==> src/rtl/alarm_clock_pkg.sv <==
// Shared types for the alarm clock controller: FSM states, mode codes and time-field widths.
package alarm_clock_pkg;

    localparam int unsigned H_W = 5;
    localparam int unsigned M_W = 6;
    localparam int unsigned S_W = 6;

    localparam logic [2:0] MODE_CLOCK  = 3'd0;
    localparam logic [2:0] MODE_SET_TH = 3'd1;
    localparam logic [2:0] MODE_SET_TM = 3'd2;
    localparam logic [2:0] MODE_SET_AH = 3'd3;
    localparam logic [2:0] MODE_SET_AM = 3'd4;

    typedef enum logic [2:0] {
        CLOCK  = MODE_CLOCK,
        SET_TH = MODE_SET_TH,
        SET_TM = MODE_SET_TM,
        SET_AH = MODE_SET_AH,
        SET_AM = MODE_SET_AM
    } state_e;

    // Field ring TH -> TM -> AH -> AM -> TH; CLOCK maps to itself.
    function automatic state_e next_field(input state_e s);
        case (s)
            SET_TH:  return SET_TM;
            SET_TM:  return SET_AH;
            SET_AH:  return SET_AM;
            SET_AM:  return SET_TH;
            default: return s;
        endcase
    endfunction

    function automatic state_e prev_field(input state_e s);
        case (s)
            SET_TH:  return SET_AM;
            SET_TM:  return SET_TH;
            SET_AH:  return SET_TM;
            SET_AM:  return SET_AH;
            default: return s;
        endcase
    endfunction

endpackage

==> src/rtl/alarm_ring_timer.sv <==
// Loadable seconds down-counter; done pulses on the tick that takes the count from 1 to 0.
module alarm_ring_timer #(
    parameter int unsigned W = 6
) (
    input  logic         clk,
    input  logic         rst,
    input  logic         tick_i,
    input  logic         load_i,
    input  logic         clear_i,
    input  logic [W-1:0] load_val_i,
    output logic         done_o
);

    logic [W-1:0] cnt_q, cnt_d;

    always_comb begin
        cnt_d = cnt_q;
        if (clear_i)
            cnt_d = '0;
        else if (load_i)
            cnt_d = load_val_i;
        else if (tick_i && (cnt_q != '0))
            cnt_d = cnt_q - 1'b1;
    end

    // A load or clear in the same cycle overrides the expiring tick.
    assign done_o = tick_i && !clear_i && !load_i && (cnt_q == W'(1));

    always_ff @(posedge clk) begin
        if (rst)
            cnt_q <= '0;
        else
            cnt_q <= cnt_d;
    end

endmodule

==> src/rtl/alarm_clock_ctrl.sv <==
// Alarm clock mode FSM, adjust enables, arm/ring/dismiss control.
// Optional snooze on btnD while ringing is enabled by defining ALARM_SNOOZE_EN.
module alarm_clock_ctrl
    import alarm_clock_pkg::*;
#(
    parameter int unsigned RING_S   = 60,
    parameter int unsigned SNOOZE_S = 300
) (
    input  logic           clk,
    input  logic           rst,
    input  logic           tick_1hz,
    input  logic           btnC,
    input  logic           btnL,
    input  logic           btnR,
    input  logic           btnU,
    input  logic           btnD,
    input  logic [H_W-1:0] cur_h,
    input  logic [M_W-1:0] cur_m,
    input  logic [S_W-1:0] cur_s,
    input  logic [H_W-1:0] alm_h,
    input  logic [M_W-1:0] alm_m,
    output logic           adjust,
    output logic           ENS,
    output logic           ENTH,
    output logic           ENTM,
    output logic           ENAH,
    output logic           ENAM,
    output logic           up,
    output logic           down,
    output logic [2:0]     mode,
    output logic           show_alarm,
    output logic           alarm_led,
    output logic           buzzer
);

    localparam int unsigned RW = $clog2(RING_S + 1);

    state_e state_q;
    logic   armed_q, ringing_q, buzzer_q;
    logic   clock_st, any_btn, low_ok, enter_set, dismiss;
    logic   ring_start, ring_done, snz_done, rering;

    assign clock_st  = (state_q == CLOCK);
    assign any_btn   = btnC | btnL | btnR | btnU | btnD;
    assign low_ok    = ~btnC & ~btnR & ~btnL;
    assign enter_set = clock_st & btnC & ~ringing_q;
    assign dismiss   = ringing_q & any_btn;
    // btnC on the matching second wins: it enters setup, which never rings.
    assign ring_start = tick_1hz & clock_st & armed_q & ~ringing_q & ~btnC &
                        (cur_h == alm_h) & (cur_m == alm_m) & (cur_s == '0);
    assign rering     = ring_start | snz_done;

    alarm_ring_timer #(.W(RW)) u_ring (
        .clk        (clk),
        .rst        (rst),
        .tick_i     (tick_1hz),
        .load_i     (rering),
        .clear_i    (dismiss),
        .load_val_i (RW'(RING_S)),
        .done_o     (ring_done)
    );

`ifdef ALARM_SNOOZE_EN
    localparam int unsigned SW = $clog2(SNOOZE_S + 1);
    logic snooze_req;

    assign snooze_req = dismiss & btnD & ~btnC & ~btnR & ~btnL & ~btnU;

    alarm_ring_timer #(.W(SW)) u_snooze (
        .clk        (clk),
        .rst        (rst),
        .tick_i     (tick_1hz),
        .load_i     (snooze_req),
        .clear_i    (enter_set | ring_start),
        .load_val_i (SW'(SNOOZE_S)),
        .done_o     (snz_done)
    );
`else
    logic unused_snooze;
    assign unused_snooze = (SNOOZE_S == 0);
    assign snz_done      = 1'b0;
`endif

    always_ff @(posedge clk) begin
        if (rst) begin
            state_q   <= CLOCK;
            armed_q   <= 1'b0;
            ringing_q <= 1'b0;
            buzzer_q  <= 1'b0;
        end else if (ringing_q) begin
            // Any button is swallowed as a dismiss; mode and arm are untouched.
            if (dismiss || ring_done) begin
                ringing_q <= 1'b0;
                buzzer_q  <= 1'b0;
            end else if (tick_1hz) begin
                buzzer_q <= ~buzzer_q;
            end
        end else begin
            case (state_q)
                CLOCK: begin
                    if (btnC)
                        state_q <= SET_TH;
                    else if (btnU && low_ok)
                        armed_q <= ~armed_q;
                end
                default: begin
                    if (btnC)
                        state_q <= CLOCK;
                    else if (btnR)
                        state_q <= next_field(state_q);
                    else if (btnL)
                        state_q <= prev_field(state_q);
                end
            endcase
            if (rering) begin
                ringing_q <= 1'b1;
                buzzer_q  <= 1'b1;
            end
        end
    end

    assign mode       = state_q;
    assign adjust     = ~clock_st;
    assign ENS        = tick_1hz & clock_st;
    assign ENTH       = (state_q == SET_TH);
    assign ENTM       = (state_q == SET_TM);
    assign ENAH       = (state_q == SET_AH);
    assign ENAM       = (state_q == SET_AM);
    assign show_alarm = (state_q == SET_AH) | (state_q == SET_AM);
    assign up         = btnU & ~btnD & adjust & low_ok;
    assign down       = btnD & ~btnU & adjust & low_ok;
    assign alarm_led  = armed_q;
    assign buzzer     = buzzer_q;

endmodule

==> config.mk <==
export PLATFORM = sky130hd
export DESIGN_NAME = alarm_clock_ctrl
export DESIGN_NICKNAME = d
export VERILOG_FILES = /design/src/rtl/alarm_clock_pkg.sv /design/src/rtl/alarm_ring_timer.sv /design/src/rtl/alarm_clock_ctrl.sv
export SDC_FILE = /design/constraint.sdc
export NUM_CORES = 1
export LEC_CHECK = 0
export CAP_MARGIN = 25
export CORE_ASPECT_RATIO = 2
export CORE_MARGIN = 10
export CORE_UTILIZATION = 25
export CTS_BUF_LIST = sky130_fd_sc_hd__clkbuf_16
export CTS_CLUSTER_SIZE = 8
export DETAILED_ROUTE_END_ITERATION = 6
export GPL_ROUTABILITY_DRIVEN = 0
export REMOVE_ABC_BUFFERS = 1
export SLEW_MARGIN = 20
export SYNTH_ARGS = -nofsm -noshare
export SYNTH_HDL_FRONTEND = slang
export SYNTH_SLANG_ARGS = --single-unit
==> constraint.sdc <==
create_clock -name clk -period 1.4 [get_ports clk]
set_input_delay 0.42 -clock clk [delete_from_list [all_inputs] [get_ports clk]]
set_output_delay 0.42 -clock clk [all_outputs]
set_load 0.05 [all_outputs]
==> reports/qor.txt <==
status - finished with violations
failing checks - negative setup slack
Net Switching - 754 uW
final worst path period share - 1.25
largest family of logic cells by synthesized area - simple AND/OR/NAND/NOR gates
PwrDens - 987 mW/mm^2
vias in the first global route - 1491
Period minus WS final - 1.75 ns
CTS tree - built
largest net degree at the start of global routing - 9
proportion of power drawn by flip-flops and latches - 0.223
drt pass-1 iters - 4
# H-tree levels - 1
logic gate share of total power - 0.542
fmax - 572 MHz
die area - 0.00695 sq mm
Root Driver - clkbuf_16
Ys Warns - 0
clock power share - 0.235
DRC violations left - 0
first-pass GRT wire length - 6.95 mm
startpoint types - input pin
total congestion overflow - 0
switching share of total power - 0.338
Die W - 64.2 um
share of cells above drive strength 1 - 0.475
final WL - 4.39 mm
Total Routing Usage GR - 0.124
Post-Synthesis Cells - 119
clock-pin slew on the worst setup and hold paths - 0.04 ns
worst setup margin - -0.349 ns
Post-synth EDFFs - 0
Rows - 32
initial antenna violation count - 0
Slew HR - 0.774
sequential share of the synthesized area - 0.246
Compound-Gate Fraction of Synth Area - 0.182
top_reg_cell synth - dfxtp_1
most instantiated cells after synthesis - 14 x a21oi_1, 12 x dfxtp_1, 9 x nand2_1, 9 x xnor2_1, 8 x nor2_1
Initial Util - 0.257
routed wl met3 - 322 um
clk sinks - 12
wire length on met1 - 1.34 mm
input/output buffers - 49
maximum VDD drop - 0.663 mV
worst-skew pair later-pin latency - 0.24 ns
CP max FO - 7
mux contribution to synthesized area - 0.0205
wire length on met2 - 2.63 mm
Synth top area share - 0.246
critical path arrival - 1.92 ns
Post-Synth XOR/XNOR Area - 0.126
Die H - 108 um
syn_area_per_cell - 8.20 sq um
average wire per standard cell - 16.4 um
leading cell type by number of instances after synthesis - a21oi_1
detailed-route via count - 1285
synthesized-area fraction occupied by adder cells - 0.0385
number of inserted diodes - 0
Netlist cell types - 37
Fin. Hold Viols - 0
worst slew pin tran - 0.336 ns
largest area contributor in the netlist - dfxtp_1
post-synthesis cell area - 976 sq um
clk buf depth - 2
Synth area leaders - dfxtp_1 25%, xnor2_1 8.1%, a21oi_1 7.2%
Layout Nets - 257
worst min path class - flip-flop to flip-flop
internal cell power - 1480 uW
RSZ-0062 raised after global routing - true
area share of and/or/nand/nor cells after synthesis - 0.337
Starting DRT DRC Count - 23
Final Setup Violations - 18
Setup crit end kind - flip-flop
Setup CP Type - input pin to flip-flop
number of synthesized register bits - 12
clock skew - 0.000605 ns
dpl hpwl - 3.26 mm
ys async rst share - 0
worst slack, placed - -0.683 ns
I/O pin count - 50
post-placement cell area - 0.00188 sq mm
critical path required time - 1.57 ns
vias per cell - 4.79
maxcap violations - 0
top layer in use - met4
P&R area growth vs syn - 132%
leak pwr - 0.000999 uW
final antenna-violating net count - 0
fin. max-slew vios - 0
core area - 0.00380 sq mm
TritonCTS buffer count - 3
post-route cell area - 0.00226 sq mm
[registers in the layout, summed over array words and instances, names as in the netlist]
| signal | count |
|---|---|
| ringing_q | 1 |
| buzzer | 1 |
| u_ring.cnt_q | 6 |
| mode | 3 |
| alarm_led | 1 |
[metal layers]
layer	up-vias	global-route usage
met5	-	0
met4	0	0.0523
met3	12	0.0487
met2	44	0.250
met1	607	0.0989
li1	622	-
[stage by stage]
| stage | hold WS, ns | utilization | std cells | total power (uW) | TNS (ns) |
|---|---|---|---|---|---|
| 2_1_floorplan | 0.486 | - | 116 | 1060 | -10.04 |
| 3_3_place_gp | 0.567 | 0.494 | 248 | 1480 | -7.67 |
| 3_5_place_dp | 0.581 | 0.494 | 248 | 1530 | -8.09 |
| 4_1_cts | 0.573 | 0.559 | 259 | 2120 | -3.76 |
| 5_1_grt | 0.615 | 0.595 | 268 | 2370 | -6.11 |
| 6_report | 0.578 | 0.595 | 268 | 2230 | -4.89 |
[cell families (layout without fill, tap and decap cells)]
logic type,after synthesis,in the layout
simple gates,52,52
buf+inv,11,109
mux,2,2
fa+ha+maj,3,3
xor+xnor,14,14
flops,12,12
compound gates,25,25
[layout make-up]
| type | count | area, sq um |
|---|---|---|
| Sequential cell | 12 | 244 |
| Clock buffer | 3 | 75.1 |
| Timing Repair Buffer | 97 | 1010 |
| Clock inverter | 1 | 3.75 |
| Fill cell | 311 | 1540 |
| Inverter | 8 | 30.0 |
| Tap cell | 51 | 63.8 |
| Multi-Input combinational cell | 96 | 841 |
[worst max-delay path: stages]
cell,delay (ns)
clkdlybuf4s50_1,0.41
nor4_1,0.30
nand3_1,0.15
nor2_2,0.17
nand4_4,0.16
buf_4,0.19
a21oi_2,0.11
[final timing paths]
kind,start,endpoint,slack [ns],cells after the start
worst min register to register,u_ring.cnt_q[3],u_ring.cnt_q[3],0.58,2
worst max register to register,mode[1],ringing_q,-0.22,8
worst max-delay path,cur_s[3],ringing_q,-0.35,7
worst min-delay path,u_ring.cnt_q[3],u_ring.cnt_q[3],0.58,2
[placed cells by master, fill, tap and decap left out, types with 3 or more instances in the layout]
cell type         n
buf_4            36
dlygate4sd2_1    19
buf_6            13
buf_12           13
a21oi_1          10
xnor2_1           9
dfxtp_1           9
clkdlybuf4s50_1   9
nand2_1           8
inv_1             5
nor2_1            5
a21oi_2           5
xor2_1            5
nor3_1            4
nor2_4            3
nor3b_4           3
nand3b_1          3
inv_2             3
nor4_4            3
ha_1              3
clkbuf_16         3
dlymetal6s2s_1    3
dfxtp_2           3
[power groups by stage]
stage                     clock network [uW]  logic [uW]  registers, uW
after floorplan                            0         551            511
final                                    525        1210            498
after detailed placement                   0        1030            497
after global placement                     0         995            490
after CTS                                530        1090            495
after global routing                     536        1330            506
[timing repair]
item	CTS	global route
endpoints found under the setup margin	22	22
pin swaps	24	25
hold buffers	0	0
resized for setup	71	18
cloned	0	0
hold endpoints to repair	0	0
buffers inserted	10	13
(Power assumes the default switching activity.)
